[config.mk]
export PLATFORM = sky130hd
export DESIGN_NAME = multi_servo_pwm
export DESIGN_NICKNAME = d
export VERILOG_FILES = /design/src/rtl/multi_servo_pwm.sv
export SDC_FILE = /design/constraint.sdc
export NUM_CORES = 1
export LEC_CHECK = 0
export ABC_CLOCK_PERIOD_IN_PS = 2100
export CAP_MARGIN = 20
export CORE_UTILIZATION = 60
export CTS_BUF_LIST = sky130_fd_sc_hd__clkbuf_8
export CTS_CLUSTER_DIAMETER = 150
export CTS_CLUSTER_SIZE = 14
export DETAILED_ROUTE_END_ITERATION = 6
export DONT_BUFFER_PORTS = 1
export PLACE_DENSITY = 0.79
export SYNTH_ARGS = -nofsm -noshare
export SYNTH_HDL_FRONTEND = slang
export SYNTH_SLANG_ARGS = --single-unit
[constraint.sdc]
create_clock -name clk -period 2.1 [get_ports clk]
set_clock_uncertainty 0.1 [all_clocks]
set_input_delay 0.42 -clock clk [delete_from_list [all_inputs] [get_ports clk]]
set_output_delay 0.42 -clock clk [all_outputs]
set_load 0.05 [all_outputs]
[src/rtl/multi_servo_pwm.sv]
// Multi-channel servo PWM: one shared 1 us period timer drives NUM_CH lanes whose
// widths reload (optionally slew-limited) only at the period wrap.

module multi_servo_pwm_lane #(
    parameter int PW_W    = 15,
    parameter int CENTER  = 1500,
    parameter int SLEW_US = 0
) (
    input  logic            clk,
    input  logic            reset_n,
    input  logic            wr_en,
    input  logic [PW_W-1:0] wr_val,
    input  logic            wrap,
    input  logic            ch_en,
    input  logic [PW_W-1:0] us_count,
    output logic            servo_out
);
    localparam logic [PW_W-1:0] CENTER_L = PW_W'(CENTER);
    localparam logic [PW_W-1:0] SLEW_L   = PW_W'(SLEW_US);

    logic [PW_W-1:0]      target_q, target_d, active_q, active_d;
    logic                 en_q, en_d, out_q, out_d;
    logic signed [PW_W:0] diff;
    logic [PW_W:0]        mag;

    always_comb begin
        diff     = $signed({1'b0, target_q}) - $signed({1'b0, active_q});
        mag      = diff[PW_W] ? $unsigned(-diff) : $unsigned(diff);
        target_d = wr_en ? wr_val : target_q;
        en_d     = wrap ? ch_en : en_q;
        active_d = active_q;
        if (wrap) begin
            if (SLEW_US == 0 || mag <= {1'b0, SLEW_L}) active_d = target_q;
            else if (diff[PW_W])                       active_d = active_q - SLEW_L;
            else                                       active_d = active_q + SLEW_L;
        end
        out_d = en_q && (us_count < active_q);
    end

    always_ff @(posedge clk or negedge reset_n) begin
        if (!reset_n) begin
            target_q <= CENTER_L;
            active_q <= CENTER_L;
            en_q     <= 1'b0;
            out_q    <= 1'b0;
        end else begin
            target_q <= target_d;
            active_q <= active_d;
            en_q     <= en_d;
            out_q    <= out_d;
        end
    end

    assign servo_out = out_q;
endmodule

module multi_servo_pwm #(
    parameter int NUM_CH       = 4,
    parameter int SYS_FREQ_MHZ = 25,
    parameter int PERIOD_US    = 20000,
    parameter int PULSE_MIN_US = 1000,
    parameter int PULSE_MAX_US = 2000,
    parameter int SLEW_US      = 0,
    parameter int PW_W         = $clog2(PERIOD_US + 1),
    parameter int CH_W         = (NUM_CH > 1) ? $clog2(NUM_CH) : 1
) (
    input  logic              clk,
    input  logic              reset_n,
    input  logic              wr_valid,
    output logic              wr_ready,
    input  logic [CH_W-1:0]   wr_ch,
    input  logic [PW_W-1:0]   wr_pulse_us,
    output logic              wr_err,
    input  logic [NUM_CH-1:0] ch_enable,
    output logic              period_start,
    output logic [NUM_CH-1:0] servo_out
);
    localparam int              PS_W     = (SYS_FREQ_MHZ > 1) ? $clog2(SYS_FREQ_MHZ) : 1;
    localparam logic [PS_W-1:0] PS_MAX   = PS_W'(SYS_FREQ_MHZ - 1);
    localparam logic [PW_W-1:0] US_MAX   = PW_W'(PERIOD_US - 1);
    localparam logic [PW_W-1:0] MIN_L    = PW_W'(PULSE_MIN_US);
    localparam logic [PW_W-1:0] MAX_L    = PW_W'(PULSE_MAX_US);
    localparam int              CENTER   = (PULSE_MIN_US + PULSE_MAX_US) / 2;
    localparam logic [CH_W:0]   NUM_CH_L = (CH_W + 1)'(NUM_CH);

    typedef struct packed {
        logic [CH_W-1:0] ch;
        logic [PW_W-1:0] pulse;
    } wr_req_t;

    wr_req_t           req;
    logic [PS_W-1:0]   prescaler_q, prescaler_d;
    logic [PW_W-1:0]   us_count_q, us_count_d;
    logic              rdy_q, rdy_d, period_start_q, period_start_d, wr_err_q, wr_err_d;
    logic              us_tick, wrap_cyc, wr_fire, ch_ok;
    logic [PW_W-1:0]   pulse_clamped;
    logic [NUM_CH-1:0] lane_wr;

    always_comb begin
        req            = {wr_ch, wr_pulse_us};
        us_tick        = (prescaler_q == PS_MAX);
        wrap_cyc       = us_tick && (us_count_q == US_MAX);
        // Writes are held off in the wrap cycle so a target never changes under the reload.
        wr_ready       = rdy_q && !wrap_cyc;
        wr_fire        = wr_valid && wr_ready;
        ch_ok          = {1'b0, req.ch} < NUM_CH_L;
        pulse_clamped  = (req.pulse < MIN_L) ? MIN_L : ((req.pulse > MAX_L) ? MAX_L : req.pulse);
        prescaler_d    = us_tick ? '0 : prescaler_q + 1'b1;
        us_count_d     = wrap_cyc ? '0 : (us_tick ? us_count_q + 1'b1 : us_count_q);
        rdy_d          = 1'b1;
        period_start_d = wrap_cyc;
        wr_err_d       = wr_fire && !ch_ok;
        for (int i = 0; i < NUM_CH; i++)
            lane_wr[i] = wr_fire && ch_ok && (req.ch == CH_W'(i));
    end

    always_ff @(posedge clk or negedge reset_n) begin
        if (!reset_n) begin
            prescaler_q    <= '0;
            us_count_q     <= '0;
            rdy_q          <= 1'b0;
            period_start_q <= 1'b0;
            wr_err_q       <= 1'b0;
        end else begin
            prescaler_q    <= prescaler_d;
            us_count_q     <= us_count_d;
            rdy_q          <= rdy_d;
            period_start_q <= period_start_d;
            wr_err_q       <= wr_err_d;
        end
    end

    assign period_start = period_start_q;
    assign wr_err       = wr_err_q;

    for (genvar g = 0; g < NUM_CH; g++) begin : g_lane
        multi_servo_pwm_lane #(
            .PW_W   (PW_W),
            .CENTER (CENTER),
            .SLEW_US(SLEW_US)
        ) u_lane (
            .clk      (clk),
            .reset_n  (reset_n),
            .wr_en    (lane_wr[g]),
            .wr_val   (pulse_clamped),
            .wrap     (wrap_cyc),
            .ch_en    (ch_enable[g]),
            .us_count (us_count_q),
            .servo_out(servo_out[g])
        );
    end
endmodule

==> results.json, run 1 <==
{
  "outcome": "complete, but fails checks",
  "violations": "design-rule violations, negative hold slack, negative setup slack",
  "critPathLaunchType": "flop",
  "routed_wl_um": 17600,
  "antenna_cells": 0,
  "vias": 5445,
  "seq_area_um2": 3830,
  "multi_input_area_um2": 3240,
  "criticalPathCategory": "reg -> out",
  "power_mw": 5.43,
  "grt_use_met1_pct": 34.0,
  "crit_fanout": 2,
  "grt_pass1_vias": 5427,
  "final_cell_mix": "92 x dfrtp_1, 63 x inv_1, 63 x nand2_1",
  "busiest_layer": "met2",
  "grt_util_all_layers_pct": 27.8,
  "ys_seq_area_share_pct": 53.0,
  "antenna_found_initial": 0,
  "die_area_um2": 12500,
  "root_buffer": "clkbuf_8",
  "powerDensity_nw_per_um2": 623,
  "setup_ws_ns": -0.297,
  "first_pass_iters": 7,
  "use_met2_pct": 46.8,
  "cp.required_ns": 1.58,
  "p_leak_nw": 4.04,
  "fin_util_pct": 75.3,
  "drive_gt1_share_pct": 29.7,
  "ir_drop_mv": 0.497,
  "grt_overflow": 0,
  "io_pins": 31,
  "clock_latency_ns": 0.46,
  "yosys_register_bits": 150,
  "clkTransAtPathRegs_ns": 0.08,
  "fp.dieW_um": 112,
  "cts_tree": "done",
  "fin_crit_sh_pct": 114,
  "period_needed_ns": 2.40,
  "ys_async_sr_fraction_pct": 100,
  "fin_nets": 837,
  "worstHoldPathType": "in -> async",
  "ys_types": 45,
  "synth-main-ff-cell": "dfrtp_1",
  "hold_slack_ns": -0.438,
  "ctsHtreeMaxLevel": 4,
  "max_cap_viol_count": 0,
  "syn2layout_area_growth_pct": 20.7,
  "numCtsBuffers": 17,
  "hold_viol": 150,
  "ctsHoldBuffers": 4,
  "postRouteAntennaNets": 0,
  "first_iter_violations": 347,
  "worst_setup_path_end_kind": "primary output",
  "start_util_pct": 62.4,
  "gp_congestion": 0.854,
  "dp_hpwl_um": 10800,
  "grt_max_degree": 151,
  "via_per_inst": 5.98,
  "yosysWarnings": 0,
  "rows": 39,
  "fill_cells": 681,
  "final_common_cell": "dfrtp_1",
  "clkSinkCount": 150,
  "drcViolationCount": 2,
  "syn_area_per_cell_um2": 10.3,
  "coreArea_um2": 11600,
  "synth_area_um2": 7220,
  "synth_enable_flop_cells": 0,
  "met3_usage_pct": 6.59,
  "grt_pass1_wl_um": 26400,
  "die_h_um": 112,
  "slew_headroom_pct": 50.1,
  "cp.arrival_ns": 1.88,
  "maxSlewViolCount": 0,
  "fmax_mhz": 417,
  "syn_inst": 698,
  "setup_viol": 63,
  "rsz0062_at_grt": "yes",
  "routedWlPerCell_um": 19.3,
  "worst_pin_slew_ns": 0.744,
  "syn-num-nets": 781,
  "numPortBuffers": 0,
  "clk_path_buf_depth": 2
}
-- Yosys cell counts (6+ instances only) --
library cell	count	area (µm²)
nor3_1	7	35.0
a21oi_1	58	290
dfstp_2	56	1470
buf_4	8	60.1
nand4_1	9	56.3
dfrtp_1	94	2350
nand2_1	75	282
xor2_1	6	52.6
buf_2	10	50.1
inv_1	63	236
ha_1	59	738
nand3_1	13	65.1
o21ai_0	73	365
mux2_2	24	270
xnor2_1	8	70.1
nor2_1	53	199
nor2b_1	26	163
-- power by group --
group / total (mW) / internal (mW) / switching (mW) / leakage, nW
clock: 2.25 / 1.20 / 1.05 / 0.209
sequential: 3.03 / 2.98 / 0.0446 / 1.85
combinational: 0.156 / 0.0760 / 0.0802 / 1.98
total: 5.43 / 4.26 / 1.18 / 4.04
-- cell type report --
cell class	instances	share of cell area (%)
sequential	150	43.9
multi-input combinational	457	37.2
timing repair buffer	65	9.42
clock buffer	22	3.48
inverter	63	2.71
tap	143	2.05
clock inverter	10	1.21
-- metrics by stage --
| stage | hold slack (ns) | instances | setup slack, ns | area [µm²] | TNS, ns |
|---|---|---|---|---|---|
| after global placement | 0.0280 | 854 | 0.0103 | 7620 | 0 |
| after CTS | -0.469 | 896 | -0.343 | 8220 | -0.575 |
| after global routing | -0.484 | 910 | -0.366 | 8710 | -9.26 |
| after detailed placement | 0.0273 | 854 | -0.0731 | 7620 | -0.115 |
| final | -0.438 | 910 | -0.297 | 8710 | -3.77 |
| after floorplan | 0.0244 | 698 | 0.00105 | 7260 | 0 |
-- sequential cells by signal, indices dropped and copies added (netlist names) --
name	flops
g_lane.u_lane.active_q	60
g_lane.u_lane.en_q	4
g_lane.u_lane.servo_out	4
g_lane.u_lane.target_q	60
period_start	1
prescaler_q	5
rdy_q	1
us_count_q	15
-- critical path, stage by stage (launching register included) --
cell and delay (ns):
dfrtp_1 0.39, nand4bb_4 0.27, or2_4 0.30, nor3_4 0.24, buf_12 0.14, nor2b_4 0.07
-- per-layer routing --
layer | routed length (µm) | part of all wire, %
met5 | 0 | 0
met4 | 668 | 3.8
met3 | 924 | 5.3
met2 | 8960 | 51
met1 | 7040 | 40
-- path summary, 6_finish.rpt --
path / startpoint / slack, ns / cells after the start / endpoint
min in group clk: wr_pulse_us[6] / 0.14 / 2 / g_lane[3].u_lane.target_q[6]
setup / recovery: us_count_q[12] / -0.30 / 5 / wr_ready
max in group asynchronous: reset_n / 2.08 / 0 / g_lane[2].u_lane.target_q[2]
setup reg to reg: prescaler_q[0] / -0.14 / 10 / g_lane[3].u_lane.target_q[5]
hold / removal: reset_n / -0.44 / 0 / g_lane[0].u_lane.target_q[11]
hold reg to reg: g_lane[0].u_lane.target_q[3] / 0.37 / 2 / g_lane[0].u_lane.active_q[3]
-- repair_timing --
item	CTS	global route
hold endpoints to repair	154	150
pin swaps	3	9
endpoints found under the setup margin	20	61
gates cloned	1	8
gates resized for setup	27	85
setup buffers	5	7
-- logic make-up (layout without fill, tap and decap cells) --
logic type	after synthesis	count (layout)	share of synthesized area, %
multiplexers	26	26	4.02
AO/OA/AOI/OAI	148	148	11.0
buffers and inverters	91	160	5.84
XOR/XNOR	14	14	1.70
AND/OR/NAND/NOR	207	207	14.0
other	2	2	0.104
flip-flops	150	150	53.0
adder cells (fa/ha/maj)	60	60	10.4
Note: power is estimated with default switching activity, not from simulation.
==> inputs of run 2 (changes only) <==
CORE_UTILIZATION = 40   (was 60)
PLACE_DENSITY = unset   (was 0.79)
==> run 2 against run 1 <==
The flow finishes with violations (negative hold slack, negative setup slack). Combinational power increased by 8%. Count of clock-buffer cells in the layout decreased by 2. Global-route usage fell by 9.2 points. Critical path depth did not move. Total power up 4.4%.
==> results.json, run 2 (synthesized netlist as in run 1, its figures left out) <==
{
  "worst_setup_path_end_kind": "primary output",
  "power_mw": 5.67,
  "dp_hpwl_um": 10700,
  "slew_headroom_pct": 57.1,
  "antenna_found_initial": 0,
  "p_leak_nw": 3.91,
  "grt_use_met1_pct": 23.4,
  "worstHoldPathType": "in -> async",
  "timing.rr.start": "prescaler_q[1]",
  "syn2layout_area_growth_pct": 22.6,
  "root_buffer": "clkbuf_8",
  "crit_buf_inv": 1,
  "final_common_cell": "dfrtp_1",
  "hold_slack_ns": -0.464,
  "critPathLaunchType": "flop",
  "r2r-end": "g_lane[2].u_lane.target_q[9]",
  "rows": 48,
  "crit_family": "simple AND/OR/NAND/NOR gates",
  "die_h_um": 136,
  "gp_congestion": 0.781,
  "ir_drop_mv": 0.514,
  "powerDensity_nw_per_um2": 641,
  "worst_pin_slew_ns": 0.634,
  "period_needed_ns": 2.40,
  "setup_tns_ns": -6.50,
  "cp.depth": 5,
  "first_pass_iters": 5,
  "maxSlewViolCount": 0,
  "fp.dieW_um": 136,
  "numPortBuffers": 0,
  "cp.arrival_ns": 1.88,
  "ctsHoldBuffers": 4,
  "setup_ws_ns": -0.303,
  "slowest_delay_ns": 0.39,
  "r2r_cells": 12,
  "largest_registers": "g_lane.u_lane.active_q x60, g_lane.u_lane.target_q x60, us_count_q x15",
  "cts_tree": "done",
  "clkTransAtPathRegs_ns": 0.08,
  "via_per_inst": 5.18,
  "cp.required_ns": 1.58,
  "grt_overflow": 0,
  "ff2ff_setup_slack_ns": -0.16,
  "met3_usage_pct": 3.43,
  "hold_viol": 150,
  "die_area_um2": 18600,
  "drive_gt1_share_pct": 29.2,
  "coreArea_um2": 17500,
  "crit_fanout": 2,
  "postRouteAntennaNets": 0,
  "io_pins": 31,
  "antenna_cells": 0,
  "final_area_um2": 8850,
  "place_ws_ns": -0.0897,
  "clkSinkCount": 150,
  "grt_max_degree": 151,
  "slowest_stage": "dfrtp_1",
  "drcViolationCount": 0,
  "clk_path_buf_depth": 2,
  "grt_util_all_layers_pct": 18.6,
  "numCtsBuffers": 17,
  "place_area_um2": 7770,
  "violations": "negative hold slack, negative setup slack",
  "busiest_layer": "met2",
  "start_util_pct": 41.3,
  "fin_crit_sh_pct": 114,
  "setup_viol": 69,
  "fmax_mhz": 416,
  "routedWlPerCell_um": 16.6,
  "path_cells": "nand4bb_4, or2_4, nor3_4, buf_12, nor2b_4",
  "first_iter_violations": 329,
  "grt_pass1_wl_um": 26200,
  "vias": 5183,
  "max_cap_viol_count": 0,
  "outcome": "complete, but fails checks",
  "routed_wl_um": 16600,
  "fin_nets": 845,
  "clock_latency_ns": 0.47,
  "grt_pass1_vias": 5234,
  "use_met2_pct": 31.2,
  "rsz0062_at_grt": "yes",
  "final_cell_mix": "92 x dfrtp_1, 75 x nand2_1, 64 x o21ai_0",
  "ctsHtreeMaxLevel": 4,
  "criticalPathCategory": "reg -> out",
  "fill_cells": 1544
}
run 2: final cells by class:
| type | instances | area (µm²) | share of cell area, % |
|---|---|---|---|
| clock buffer | 20 | 275 | 3.11 |
| inverter | 63 | 236 | 2.67 |
| sequential | 150 | 3830 | 43.2 |
| clock inverter | 12 | 175 | 1.98 |
| tap | 225 | 282 | 3.18 |
| multi-input combinational | 457 | 3180 | 35.9 |
| timing repair buffer | 73 | 875 | 9.88 |
run 2: metal layers:
layer	up-vias	wire length, µm
met1	2583	7360
met3	34	463
li1	2489	-
met2	77	8420
met4	0	357
met5	-	0
run 2: how the worst max path moves through the flow:
stage / from / endpoint / slack (ns)
CTS: prescaler_q[0] / wr_ready / -0.36
finish: us_count_q[12] / wr_ready / -0.30
detailed placement: prescaler_q[1] / g_lane[3].u_lane.active_q[7] / -0.09
floorplan: prescaler_q[0] / wr_ready / 0.001
global placement: prescaler_q[1] / g_lane[3].u_lane.active_q[9] / -0.02
global route: prescaler_q[1] / wr_ready / -0.40
run 2: repair_timing:
item                                    CTS  global route
gates cloned                              1             8
endpoints found under the setup margin   33            68
setup buffers                             5             8
gates resized for setup                  10            70
pin swaps                                 4             7
endpoints found under the hold margin   154           150
run 2: through the flow:
step / std cells / hold slack [ns] / utilization (%)
final: 1000 / -0.464 / 50.6
after global routing: 1000 / -0.488 / 50.6
after CTS: 984 / -0.483 / 47.9
after detailed placement: 942 / 0.0269 / 44.5
after global placement: 942 / 0.0288 / 44.5
after floorplan: 698 / 0.0244 / -
run 2: power by group:
part | switching [mW] | total, mW | internal, mW
Combinational | 0.0831 | 0.169 | 0.0861
Clock | 1.10 | 2.48 | 1.38
Sequential | 0.0394 | 3.02 | 2.98
==> inputs of run 3 (changes only) <==
ABC_AREA = 1   (was unset)
SYNTH_HIERARCHICAL = 1   (was unset)
==> run 3 against run 2 <==
The flow still finishes with violations (negative hold slack, negative setup slack). Critical path depth up 5. Hold slack gained 0.022 ns. Non-clock buffer count shrank 32. Design area up 1.4%. Sequential power grew 4%. First-iteration DRC count down 18%. Critical path type unchanged. Largest cell class unchanged. Largest power group unchanged.
==> results.json, run 3 <==
{
  "setup.worst_path.start": "prescaler_q[1]",
  "yosys_register_bits": 150,
  "worst_setup_path_end_kind": "primary output",
  "coreArea_um2": 19000,
  "antenna_found_initial": 0,
  "io_pins": 31,
  "fin_util_pct": 47.3,
  "largest_registers": "g_lane.u_lane/active_q x60, g_lane.u_lane/target_q x60, us_count_q x15",
  "ff2ff_setup_slack_ns": 0.01,
  "fin_crit_sh_pct": 107,
  "numPortBuffers": 0,
  "synth_common_cells": "213 x nand2_1, 122 x inv_1, 94 x dfrtp_1",
  "rows": 50,
  "cp.depth": 10,
  "worstHoldPathType": "in -> async",
  "synth_enable_flop_cells": 0,
  "cpMostUsedCell": "nor2_4",
  "vias": 5336,
  "drive_gt1_share_pct": 22.7,
  "hold_viol": 150,
  "powerDensity_nw_per_um2": 681,
  "timing.rr.start": "prescaler_q[1]",
  "syn_inst": 837,
  "outcome": "complete, but fails checks",
  "r2r_cells": 11,
  "setup_viol": 1,
  "first_pass_iters": 5,
  "grt_util_all_layers_pct": 17.5,
  "antenna_cells": 0,
  "synth_top_area_share_pct": 30.0,
  "synth_largest_area_cell": "dfrtp_1",
  "syn2layout_area_growth_pct": 14.4,
  "setup_ws_ns": -0.139,
  "syn_area_per_cell_um2": 9.36,
  "yosysWarnings": 6,
  "violations": "negative hold slack, negative setup slack",
  "fill_cells": 1772,
  "ctsHtreeMaxLevel": 4,
  "routed_wl_um": 15800,
  "slowest_stage": "dfrtp_1",
  "via_per_inst": 4.59,
  "ys_types": 31,
  "grt_pass1_wl_um": 26600,
  "dp_hpwl_um": 11100,
  "grt_max_degree": 151,
  "crit_fanout": 2,
  "grt_overflow": 0,
  "routedWlPerCell_um": 13.6,
  "cp.arrival_ns": 1.72,
  "clk_path_buf_depth": 2,
  "clkTransAtPathRegs_ns": 0.08,
  "ys_seq_area_share_pct": 48.8,
  "synth_area_leaders": "dfrtp_1 30%, dfstp_2 19%, nand2_1 10%",
  "crit_family": "simple AND/OR/NAND/NOR gates",
  "critPathLaunchType": "flop",
  "drcViolationCount": 0,
  "hold_slack_ns": -0.442,
  "gp_congestion": 0.760,
  "endpoint": "wr_ready",
  "root_buffer": "clkbuf_8",
  "final_common_cell": "nand2_1",
  "setup_tns_ns": -0.139,
  "crit_buf_inv": 4,
  "period_needed_ns": 2.24,
  "maxSlewViolCount": 0,
  "die_h_um": 142,
  "clock_latency_ns": 0.45,
  "p_leak_nw": 4.30,
  "synth_area_um2": 7840,
  "fp.dieW_um": 142,
  "r2r-end": "g_lane[3].u_lane/target_q[14]",
  "ctsHoldBuffers": 4,
  "fin_nets": 973,
  "start_util_pct": 41.3,
  "criticalPathCategory": "reg -> out",
  "path_cells": "inv_1, ha_2, nand2_2, inv_2, nand2_4, nor2_4, nand3_2, buf_8, inv_8, nor2_4",
  "clkSinkCount": 150,
  "synth-main-ff-cell": "dfrtp_1",
  "dp_cells": 1124,
  "first_iter_violations": 271,
  "instances_no_fill": 1163,
  "slowest_delay_ns": 0.36,
  "ys_async_sr_fraction_pct": 100,
  "max_cap_viol_count": 0,
  "cp.required_ns": 1.58,
  "final_cell_mix": "212 x nand2_1, 121 x inv_1, 94 x dfrtp_1",
  "synth_most_common_cell": "nand2_1",
  "cts_tree": "done",
  "die_area_um2": 20200,
  "fmax_mhz": 447,
  "rsz0062_at_grt": "yes",
  "power_mw": 6.11,
  "ir_drop_mv": 0.397,
  "postRouteAntennaNets": 0,
  "grt_pass1_vias": 5259,
  "numCtsBuffers": 17
}
==> run 3: cell types whose count changed after synthesis, moves of 5 or more <==
cell / before / now
o21ai_0: 73 / 66
nor3_1: 7 / 2
inv_1: 63 / 122
nor2_1: 53 / 71
a21o_1: 5 / 0
nand2_1: 75 / 213
xnor2_1: 8 / 3
and3_1: 5 / 0
mux2_4: 0 / 32
nand4_1: 9 / 4
nor2b_1: 26 / 0
a21oi_1: 58 / 30
buf_4: 8 / 1
==> run 3: area by class of cell <==
type	count	area (µm²)	share of cell area [%]
flip-flops and latches	150	3820	42.6
multi-input cells	556	3420	38.2
inverters	124	473	5.27
repair buffers	41	425	4.74
well taps	260	325	3.63
clock buffers	20	275	3.07
clock inverters	12	223	2.48
==> run 3: cell families (layout without fill, tap and decap cells) <==
| logic type | Yosys count | after routing | share of synthesized area (%) |
|---|---|---|---|
| AOI/OAI and AO/OA | 98 | 98 | 6.34 |
| DFF | 150 | 150 | 48.8 |
| buffers and inverters | 147 | 197 | 8.65 |
| muxes | 56 | 56 | 9.58 |
| xor gates and xnor gates | 7 | 7 | 0.782 |
| adders and majority gates | 59 | 59 | 9.42 |
| and+or+nand+nor | 318 | 318 | 16.3 |
| other | 2 | 18 | 0.0958 |
==> run 3: per-stage QoR <==
stage / hold slack [ns] / setup WS (ns) / cell area [µm²]
final: -0.442 / -0.139 / 8970
after global routing: -0.486 / -0.231 / 8970
after CTS: -0.480 / -0.204 / 8970
after detailed placement: 0.0279 / -0.0313 / 8380
after global placement: 0.0277 / 0.00210 / 8380
after floorplan: 0.0244 / 0.130 / 7910
==> run 3: repair_timing <==
item / in CTS / in global routing
setup buffers: 3 / 0
gates resized for setup: 10 / 0
hold endpoints to repair: 154 / 150
pin swaps: 4 / 1
endpoints found under the setup margin: 22 / 48
==> run 3: report_power, final <==
group          internal [mW]  switching [mW]
clock network           1.63            1.09
registers               3.06          0.0778
logic                  0.168          0.0873
==> run 3: worst min-delay path by stage <==
stage / startpoint / endpoint / slack (ns) / cells after the start
final: reset_n / period_start / -0.44 / 0
after detailed placement: reset_n / period_start / 0.03 / 0
after global routing: reset_n / period_start / -0.49 / 0
after CTS: reset_n / period_start / -0.48 / 0
after global placement: reset_n / prescaler_q[0] / 0.03 / 0
after floorplan: reset_n / g_lane[0].u_lane/active_q[0] / 0.02 / 0
==> run 3: layer usage <==
layer / track usage (%) / wire (µm)
met5: 0 / 0
met4: 5.09 / 125
met3: 3.80 / 644
met2: 27.9 / 7450
met1: 23.8 / 7540
